## src/rtl/cpu_design_params.sv

```systemverilog
// Shared rename-stage constants, the free-list FSM encoding and a small helper.
package cpu_design_params;

    localparam int NUM_A_REGS    = 32;
    localparam int NUM_P_REGS    = 64;
    localparam int MAX_FREE_REGS = NUM_P_REGS - NUM_A_REGS;
    localparam int PRN_WIDTH     = 6;
    localparam int FL_PTR_WIDTH  = $clog2(MAX_FREE_REGS) + 1;

    typedef enum logic [1:0] {
        FL_INIT,
        FL_RUN,
        FL_RECOVER
    } fl_state_t;

    // Number of active lanes in a two-lane valid vector.
    function automatic logic [1:0] lane_count(input logic [1:0] lanes);
        return {1'b0, lanes[0]} + {1'b0, lanes[1]};
    endfunction

endpackage

```

## src/rtl/fl_ram.sv

```systemverilog
// Free-list storage: two write ports at tail / tail+1, two async read ports.
module fl_ram #(
    parameter int DEPTH = 32,
    parameter int WIDTH = 6,
    parameter int IDX_W = 5,
    parameter int BASE  = 32
) (
    input  logic             clk,
    input  logic [IDX_W-1:0] wr_idx,
    input  logic             init_we,
    input  logic [1:0]       rel_we,
    input  logic [WIDTH-1:0] rel_prn0,
    input  logic [WIDTH-1:0] rel_prn1,
    input  logic [IDX_W-1:0] rd_idx0,
    input  logic [IDX_W-1:0] rd_idx1,
    output logic [WIDTH-1:0] rd_data0,
    output logic [WIDTH-1:0] rd_data1
);

    logic [WIDTH-1:0] mem [DEPTH];

    logic             we_a;
    logic             we_b;
    logic [WIDTH-1:0] data_a;
    logic [IDX_W-1:0] idx_b;

    // Port A always writes at tail: the init value, lane 0's PRN, or lane 1's
    // PRN when lane 1 releases alone. Port B takes lane 1 only when both push.
    always_comb begin
        we_a   = init_we | (|rel_we);
        we_b   = !init_we && (&rel_we);
        data_a = rel_we[0] ? rel_prn0 : rel_prn1;
        if (init_we) begin
            data_a = WIDTH'(BASE) + WIDTH'(wr_idx);
        end
        idx_b  = wr_idx + IDX_W'(1);
    end

    // Storage write.
    // NOTE: the array has no reset; INIT fills every entry before anything reads it.
    always_ff @(posedge clk) begin
        if (we_a) begin
            mem[wr_idx] <= data_a;
        end
        if (we_b) begin
            mem[idx_b] <= rel_prn1;
        end
    end

    assign rd_data0 = mem[rd_idx0];
    assign rd_data1 = mem[rd_idx1];

endmodule

```

## src/rtl/free_list_ctrl.sv

```systemverilog
// Physical-register free list for rename: self-initialising circular FIFO with
// two-lane in-order allocation, two-lane release and flush restore to chead.
module free_list_ctrl #(
    parameter int NUM_A_REGS    = cpu_design_params::NUM_A_REGS,
    parameter int NUM_P_REGS    = cpu_design_params::NUM_P_REGS,
    parameter int MAX_FREE_REGS = NUM_P_REGS - NUM_A_REGS,
    parameter int PRN_WIDTH     = cpu_design_params::PRN_WIDTH
) (
    input  logic                 clk,
    input  logic                 rst_n,
    input  logic [1:0]           alloc_req,
    output logic [1:0]           alloc_gnt,
    output logic [PRN_WIDTH-1:0] alloc_prn0,
    output logic [PRN_WIDTH-1:0] alloc_prn1,
    input  logic [1:0]           rel_valid,
    input  logic [PRN_WIDTH-1:0] rel_prn0,
    input  logic [PRN_WIDTH-1:0] rel_prn1,
    input  logic [1:0]           commit_alloc_cnt,
    input  logic                 flush,
    output logic                 ready,
    output logic [PRN_WIDTH-1:0] free_count,
    output logic                 err
);

    import cpu_design_params::fl_state_t;
    import cpu_design_params::FL_INIT;
    import cpu_design_params::FL_RUN;
    import cpu_design_params::FL_RECOVER;
    import cpu_design_params::lane_count;

    localparam int               PTR_W    = $clog2(MAX_FREE_REGS) + 1;
    localparam int               IDX_W    = PTR_W - 1;
    localparam logic [PTR_W-1:0] CAPACITY = PTR_W'(MAX_FREE_REGS);

    fl_state_t        state;
    fl_state_t        state_next;

    // Pointers carry one wrap bit above the index so full and empty differ.
    logic [PTR_W-1:0] head;
    logic [PTR_W-1:0] tail;
    logic [PTR_W-1:0] chead;
    logic [PTR_W-1:0] head_next;
    logic [PTR_W-1:0] tail_next;
    logic [PTR_W-1:0] chead_next;
    logic             err_next;

    logic [PTR_W-1:0] count;
    logic [PTR_W-1:0] room;
    logic [PTR_W-1:0] gnt_num;
    logic [PTR_W-1:0] rel_num;
    logic [PTR_W-1:0] commit_num;
    logic [PTR_W-1:0] head_granted;
    logic [PTR_W-1:0] in_flight;

    logic [1:0]       gnt;
    logic [1:0]       rel_acc;
    logic             rel_drop;
    logic             init_we;

    logic [PRN_WIDTH-1:0] rd_data0;
    logic [PRN_WIDTH-1:0] rd_data1;

    // Occupancy from registered pointers only, so a release pushed this
    // cycle becomes grantable on the next one.
    assign count        = tail - head;
    assign room         = CAPACITY - count;
    assign gnt_num      = PTR_W'(lane_count(gnt));
    assign rel_num      = PTR_W'(lane_count(rel_acc));
    assign commit_num   = PTR_W'(commit_alloc_cnt);
    assign head_granted = head + gnt_num;
    assign in_flight    = head_granted - chead;
    assign rel_drop     = |(rel_valid & ~rel_acc) && (state != FL_INIT);

    // Grant and release-acceptance decode.
    always_comb begin
        // NOTE: defaults first so no path leaves a signal unassigned and infers a latch.
        gnt     = '0;
        rel_acc = '0;
        if (state == FL_RUN && !flush) begin
            gnt[0] = alloc_req[0] && (count >= PTR_W'(1));
            gnt[1] = alloc_req[1] && gnt[0] && (count >= PTR_W'(2));
        end
        if (state != FL_INIT) begin
            rel_acc[0] = rel_valid[0] && (room >= PTR_W'(1));
            rel_acc[1] = rel_valid[1]
                         && (room >= (rel_acc[0] ? PTR_W'(2) : PTR_W'(1)));
        end
    end

    // Next-state and pointer update: releases, then commit, then flush restore.
    always_comb begin
        state_next = state;
        head_next  = head;
        tail_next  = tail;
        chead_next = chead;
        err_next   = err;
        init_we    = 1'b0;

        case (state)
            FL_INIT: begin
                if (tail == CAPACITY) begin
                    state_next = FL_RUN;
                end else begin
                    init_we   = 1'b1;
                    tail_next = tail + PTR_W'(1);
                end
                if (|rel_valid) begin
                    err_next = 1'b1;
                end
            end

            FL_RUN, FL_RECOVER: begin
                head_next = head_granted;
                tail_next = tail + rel_num;
                if (rel_drop) begin
                    err_next = 1'b1;
                end
                // Committing more than is in flight is a protocol error;
                // clamp chead so it never passes head.
                if (commit_num > in_flight) begin
                    err_next   = 1'b1;
                    chead_next = head_granted;
                end else begin
                    chead_next = chead + commit_num;
                end
                if (flush) begin
                    head_next  = chead_next;
                    state_next = FL_RECOVER;
                end else begin
                    state_next = FL_RUN;
                end
            end

            default: begin
                state_next = FL_INIT;
            end
        endcase
    end

    // State, pointers and sticky error register.
    always_ff @(posedge clk or negedge rst_n) begin
        if (!rst_n) begin
            state <= FL_INIT;
            head  <= '0;
            tail  <= '0;
            chead <= '0;
            err   <= 1'b0;
        end else begin
            // NOTE: non-blocking so every register samples pre-edge values, independent of statement order.
            state <= state_next;
            head  <= head_next;
            tail  <= tail_next;
            chead <= chead_next;
            err   <= err_next;
        end
    end

    fl_ram #(
        .DEPTH (MAX_FREE_REGS),
        .WIDTH (PRN_WIDTH),
        .IDX_W (IDX_W),
        .BASE  (NUM_A_REGS)
    ) u_ram (
        .clk      (clk),
        .wr_idx   (tail[IDX_W-1:0]),
        .init_we  (init_we),
        .rel_we   (rel_acc),
        .rel_prn0 (rel_prn0),
        .rel_prn1 (rel_prn1),
        .rd_idx0  (head[IDX_W-1:0]),
        .rd_idx1  (head[IDX_W-1:0] + IDX_W'(1)),
        .rd_data0 (rd_data0),
        .rd_data1 (rd_data1)
    );

    assign alloc_gnt  = gnt;
    assign alloc_prn0 = rd_data0;
    assign alloc_prn1 = rd_data1;
    assign ready      = (state == FL_RUN);
    assign free_count = PRN_WIDTH'(count);

endmodule
```

## config.mk

```make
export PLATFORM = sky130hd
export DESIGN_NAME = free_list_ctrl
export DESIGN_NICKNAME = d
export VERILOG_FILES = /design/src/rtl/cpu_design_params.sv /design/src/rtl/fl_ram.sv /design/src/rtl/free_list_ctrl.sv
export SDC_FILE = /design/constraint.sdc
export NUM_CORES = 1
export LEC_CHECK = 0
export CORE_ASPECT_RATIO = 0.8
export CORE_MARGIN = 4
export CORE_UTILIZATION = 65
export CTS_CLUSTER_DIAMETER = 80
export DETAILED_ROUTE_END_ITERATION = 12
export PLACE_DENSITY = 0.84
export SLEW_MARGIN = 20
export SYNTH_ARGS = -nofsm -noshare
export SYNTH_HDL_FRONTEND = slang
export SYNTH_SLANG_ARGS = --single-unit
export TNS_END_PERCENT = 10
```

## constraint.sdc

```tcl
create_clock -name clk -period 12.05 [get_ports clk]
set_clock_uncertainty 0.05 [all_clocks]
set_input_delay 2.41 -clock clk [delete_from_list [all_inputs] [get_ports clk]]
set_output_delay 2.41 -clock clk [all_outputs]
set_load 0.005 [all_outputs]
```

==> reports/qor.csv, run 1 <==
metric,value,unit
synth_edf_count,192,
yosys.area_share.simple,7.42,%
setup_ws,4850,ps
fp.dieW,175,um
die_h,142,um
r2r_start,head[0],
synthMuxAreaShare,20.0,%
arrival,4740,ps
ys_seq_area_share,43.2,%
tns,0,ps
initial_utilization,66.8,%
core_area,21800,sq um
reg2regPathDepth,18,
hold_class,reg2reg,
hold-path-endpoint,err,
ff2ff_setup_slack,5140,ps
critPathLaunchType,flop,
overflow,0,
port_buffers,42,
synth-adder-area-share,3.44,%
synth-compound-area-share,20.1,%
fmax,0.139,GHz
ctsLongestPathBuffers,3,
grt_pass1_wl,68900,um
holdWs,483,ps
grt_max_degree,55,
synth_xor_area_share,1.65,%
whs_path_depth,2,
cts_tree,done,
io_pins,43,
criticalPathCategory,reg2out,
synthTopCellsByCount,"edfxtp_1, mux4_2, a22o_1",
antenna_found_initial,2,
ant_nets,0,
report.final.slew_viol_count,0,
fillCellCount,1367,
viasPerCell,8.31,
wl,46000,um
critPathMaxFanout,54,
cts_hold_buf,0,
syn-cell-area,14600,sq um
synth_top_family_by_area,compound AO/OA/AOI/OAI gates,
dp_hpwl,30900,um
setup_viol,0,
fin_crit_sh,59.8,%
synth-seq-cells,213,
dieArea,24900,sq um
cts_buffers,23,
clkSlewWorstSetupHoldPaths,60,ps
place_congestion,0.977,
grt_pass1_vias,10790,
tightest_slew,1290,ps
crit_required,9590,ps
rsz0062_at_grt,false,
rows,48,
cts_sinks,213,
drt_iter0_drc,2578,
clock-root-buffer,clkbuf_16,
vias,11670,
synth_area_leaders,"edfxtp_1, mux4_2, a22o_1",
wire_per_inst,32.7,um
grt_usage,36.8,%
outcome,completed,
hp-start,err,
synth_flop_cell,edfxtp_1,
nets,1145,
post_cts_resized,0,
drive_gt1_share,23.4,%
place_ws,5140,ps
fin_crit,7200,ps
rr_endpoint,u_ram.mem[10][0],
synthArstFlopShare,9.86,%
synth_top_area_share,39.6,%
synth.avg_cell_area,13.1,sq um
yosys_warnings,0,
clock_latency,530,ps
cap_violations,0,
yosysTopAreaCell,edfxtp_1,
relSlewSlack,13.6,%
htree_levels,1,
drc,0,
synthToLayoutAreaGrowth,8.91,%
syn-num-nets,1166,
dr.pass1.iters,7,
syn_inst,1108,
crit_path_end_kind,output pin,
synth_cell_type_count,82,
synth.most_common_cell,edfxtp_1,
final_hold_viol_count,0,
cts_setup_buffers,0,
==> layer usage <==
layer | routed length, um | GRT usage, %
met5 | 58 | 0
met4 | 2160 | 11.3
met3 | 9160 | 16.5
met2 | 19100 | 52.1
met1 | 15500 | 51.9
==> worst max-delay path by stage <==
stage | end | from | slack [ps] | cells past startpoint
after global routing | alloc_gnt[1] | head[1] | 4680 | 11
after CTS | alloc_gnt[1] | head[1] | 4910 | 13
final | alloc_gnt[1] | head[1] | 4850 | 13
after global placement | head[5] | flush | 5330 | 18
after floorplan | head[5] | head[2] | 5850 | 27
after detailed placement | head[5] | flush | 5140 | 18
==> cells in the final DEF (no fill, tap or decap), types with 21 or more instances in the layout <==
master           netlist  routed
inv_1                 35      35
edfxtp_1             192     192
clkbuf_16              0      23
clkdlybuf4s50_1        0      37
mux4_2               120     120
nand2_1               63      63
ha_1                  32      31
a2bb2oi_1             32      32
nor2_1                39      38
a22oi_1               28      28
nand3_1               21      21
a22o_1               113     113
o21ai_0               31      31
==> logic make-up after synthesis <==
logic type	Yosys count
mux	140
compound gates	339
flops	213
simple gates	211
buf+inv	146
xor+xnor	22
fa+ha+maj	37
==> metrics by stage <==
step / utilization (%) / cell area [sq um] / instances
global placement: 69.0 / 15000 / 1362
CTS: 72.6 / 15800 / 1404
detailed placement: 69.0 / 15000 / 1362
floorplan: - / 14600 / 1108
global route: 72.7 / 15900 / 1404
finish: 72.7 / 15900 / 1405
==> critical path: stages, from the launching register on <==
cell             delay, ps
dfrtp_2                440
buf_4                  710
inv_1                  100
ha_1                   310
nand3b_1               110
a21boi_0               270
nor4_1                  90
a311o_1                470
or4_1                  520
nor3b_1                310
nor3_1                 120
o311ai_0               200
inv_1                   90
clkdlybuf4s50_1        470
==> state kept, by name, indices dropped and copies added (netlist names) <==
name       count
state          2
chead          6
tail           6
head           6
u_ram.mem    192
err            1
==> area by class of cell <==
cell class	count	area, sq um	share of cell area [%]
clock inverter	10	135	0.852
clock buffer	32	649	4.09
antenna	1	2.50	0.0158
sequential	213	6300	39.7
tap	300	375	2.37
timing repair buffer	61	538	3.39
multi-input combinational	749	7720	48.7
inverter	39	146	0.923
Power of run 1 is left out: the tool's default activity adds up to more than one toggle a clock period on the data nets, which glitch-free logic cannot reach.
==> run 2: changes to the inputs <==
--- a/config.mk
+++ b/config.mk
@@ -7,10 +7,10 @@
 export LEC_CHECK = 0
 export CORE_ASPECT_RATIO = 0.8
 export CORE_MARGIN = 4
-export CORE_UTILIZATION = 65
+export CORE_UTILIZATION = 57
 export CTS_CLUSTER_DIAMETER = 80
 export DETAILED_ROUTE_END_ITERATION = 12
-export PLACE_DENSITY = 0.84
+export PLACE_DENSITY = 0.78
 export SLEW_MARGIN = 20
 export SYNTH_ARGS = -nofsm -noshare
 export SYNTH_HDL_FRONTEND = slang
==> constraint.sdc (replaced) <==
create_clock -name clk -period 5.9 [get_ports clk]
set_clock_uncertainty 0.05 [all_clocks]
set_input_delay 1.18 -clock clk [delete_from_list [all_inputs] [get_ports clk]]
set_output_delay 1.18 -clock clk [all_outputs]
set_load 0.005 [all_outputs]
==> reports/qor.csv, run 2 (synthesis gave the netlist of run 1 again) <==
metric,value,unit,change
fillCellCount,1824,,was 1367
crit_required,6250,ps,was 9590 ps
drive_gt1_share,25.5,%,was 23.4%
r2r_start,head[0],,unchanged
setup_ws,136,ps,was 4850 ps
cp_top_family,adder cells,,was buffers and inverters
core_area,25200,sq um,was 21800 sq um
place_ws,83.2,ps,was 5140 ps
dp_cells,1409,,was 1362
rr_endpoint,err,,was u_ram.mem[10][0]
grt_pass1_wl,67700,um,was 68900 um
path_buf_inv,4,,unchanged
antenna_cells,0,,was 1
instances_no_fill,1449,,was 1405
port_buffers,42,,unchanged
dieArea,28200,sq um,was 24900 sq um
fin_crit,5760,ps,
seq_area,6300,sq um,unchanged
multi_input_area,7760,sq um,was 7720 sq um
wire_per_inst,30.7,um,was 32.7 um
largest_register_ff_count,192,,unchanged
synthToLayoutAreaGrowth,10.1,%,was 8.91%
die_h,151,um,was 142 um
cts_sinks,213,,unchanged
cap_violations,0,,unchanged
vias,11131,,was 11670
initial_utilization,57.7,%,was 66.8%
io_pins,43,,unchanged
nets,1168,,was 1145
crit_path_end_kind,flop,,was output pin
rows,52,,was 48
grt_max_degree,56,,was 55
cts_hold_buf,0,,unchanged
reg2regPathDepth,22,,was 18
dr.pass1.iters,6,,was 7
outcome,completed,,unchanged
slowest_delay,550,ps,was 710 ps
clkSlewWorstSetupHoldPaths,60,ps,about the same
relSlewSlack,27.1,%,was 13.6%
fin_crit_sh,97.7,%,
critPathLaunchType,flop,,unchanged
fmax,0.173,GHz,
tns,0,ps,unchanged
criticalPathCategory,reg2reg,,was reg2out
report.final.slew_viol_count,0,,unchanged
antenna_found_initial,1,,was 2
drc,0,,unchanged
ff2ff_setup_slack,140,ps,was 5140 ps
final_hold_viol_count,0,,unchanged
overflow,0,,unchanged
startpoint,head[0],,was head[1]
mostFrequentLayoutCells,"edfxtp_1, mux4_2, a22o_1",,unchanged
drt_iter0_drc,1982,,was 2578
tightest_slew,1080,ps,was 1290 ps
viasPerCell,7.68,,was 8.31
cp.depth,22,,was 13
final_common_cell,edfxtp_1,,unchanged
wl,44500,um,was 46000 um
htree_levels,1,,unchanged
critPathCapture,err,,was alloc_gnt[1]
ant_nets,0,,unchanged
hold_class,reg2reg,,unchanged
critPathMaxFanout,6,,was 54
grt_pass1_vias,10783,,was 10790
place_congestion,0.923,,was 0.977
grt_usage,31.5,%,was 36.8%
clock-root-buffer,clkbuf_16,,unchanged
fp.dieW,187,um,was 175 um
crit_path_top_delay_cell,or4_4,,was buf_4
cp_cell_sequence,"ha_1, fa_1, nand2b_1, a21oi_2, xnor2_2, inv_2, or4_4, nor3b_4, nor3_2, o311ai_2, fa_2, inv_1, ha_1, inv_1, fa_1, ha_1, a21oi_1, a2111oi_2, o2111ai_2, buf_6, a311o_1, o311ai_0",,"was buf_4, inv_1, ha_1, nand3b_1, a21boi_0, nor4_1, a311o_1, or4_1, nor3b_1, nor3_1, o311ai_0, inv_1, clkdlybuf4s50_1"
rsz0062_at_grt,true,,was false
clock_latency,520,ps,was 530 ps
dp_hpwl,31300,um,was 30900 um
arrival,6120,ps,was 4740 ps
setup_viol,0,,unchanged
cts_tree,done,,unchanged
crit_top_cell,ha_1,,was inv_1
ctsLongestPathBuffers,3,,unchanged
largest-register,u_ram.mem,,unchanged
cts_buffers,22,,was 23
==> run 2: cell count changes in the layout (fill, tap and decap cells not counted), moves of 2 or more <==
| cell | change |
|---|---|
| clkinv_1 | +5 |
| clkinv_2 | +3 |
| clkbuf_8 | -4 |
| buf_4 | +22 |
| clkbuf_1 | -4 |
| xnor2_2 | +2 |
==> run 2: area by class of cell <==
cell class / instances / area share, %
Multi-Input combinational cell: 749 / 48.4
Clock inverter: 16 / 0.858
Clock buffer: 23 / 3.46
Tap cell: 324 / 2.53
Inverter: 39 / 0.913
Sequential cell: 213 / 39.3
Timing Repair Buffer: 85 / 4.61
==> run 2: how the worst min path moves through the flow <==
stage                     cells past startpoint        to  startpoint  slack, ps
after global routing                          2  state[1]    state[1]        470
after global placement                        2  state[1]    state[1]        440
after floorplan                               2  state[1]    state[1]        420
final                                         2  state[1]    state[1]        460
after CTS                                     2  state[1]    state[1]        470
after detailed placement                      2  state[1]    state[1]        460
==> run 2: metal layers <==
| metal | vias up | share of wire [%] | wire length [um] | global-route usage, % |
|---|---|---|---|---|
| met5 | - | 0 | 0 | 0 |
| met4 | 0 | 3.2 | 1440 | 9.65 |
| met3 | 121 | 15 | 6490 | 7.88 |
| met2 | 963 | 44 | 19800 | 48.2 |
| met1 | 5500 | 38 | 16800 | 45.1 |
| li1 | 4547 | - | - | - |
==> run 2: per-stage QoR <==
step	hold WS (ps)	util (%)	instance area (sq um)
floorplan	419	-	14600
global placement	442	60.5	15300
detailed placement	457	60.5	15300
CTS	470	63.2	16000
global route	475	63.5	16000
finish	462	63.5	16000
==> run 2: worst register-to-register path, delay by kind of cell, from the launching register on <==
| family | cells | cell delay [ps] |
|---|---|---|
| adders and majority gates | 6 | 2040 |
| buffers and inverters | 4 | 420 |
| and+or+nand+nor | 4 | 1020 |
| AOI/OAI and AO/OA | 7 | 1480 |
| DFF | 1 | 470 |
| xor gates and xnor gates | 1 | 150 |
==> run 2: timing repair <==
item                       in CTS  in global routing
setup endpoints to repair       0                 79
setup buffers                   0                  1
gates resized for setup         0                 15
Power of run 2 is left out for the same reason.
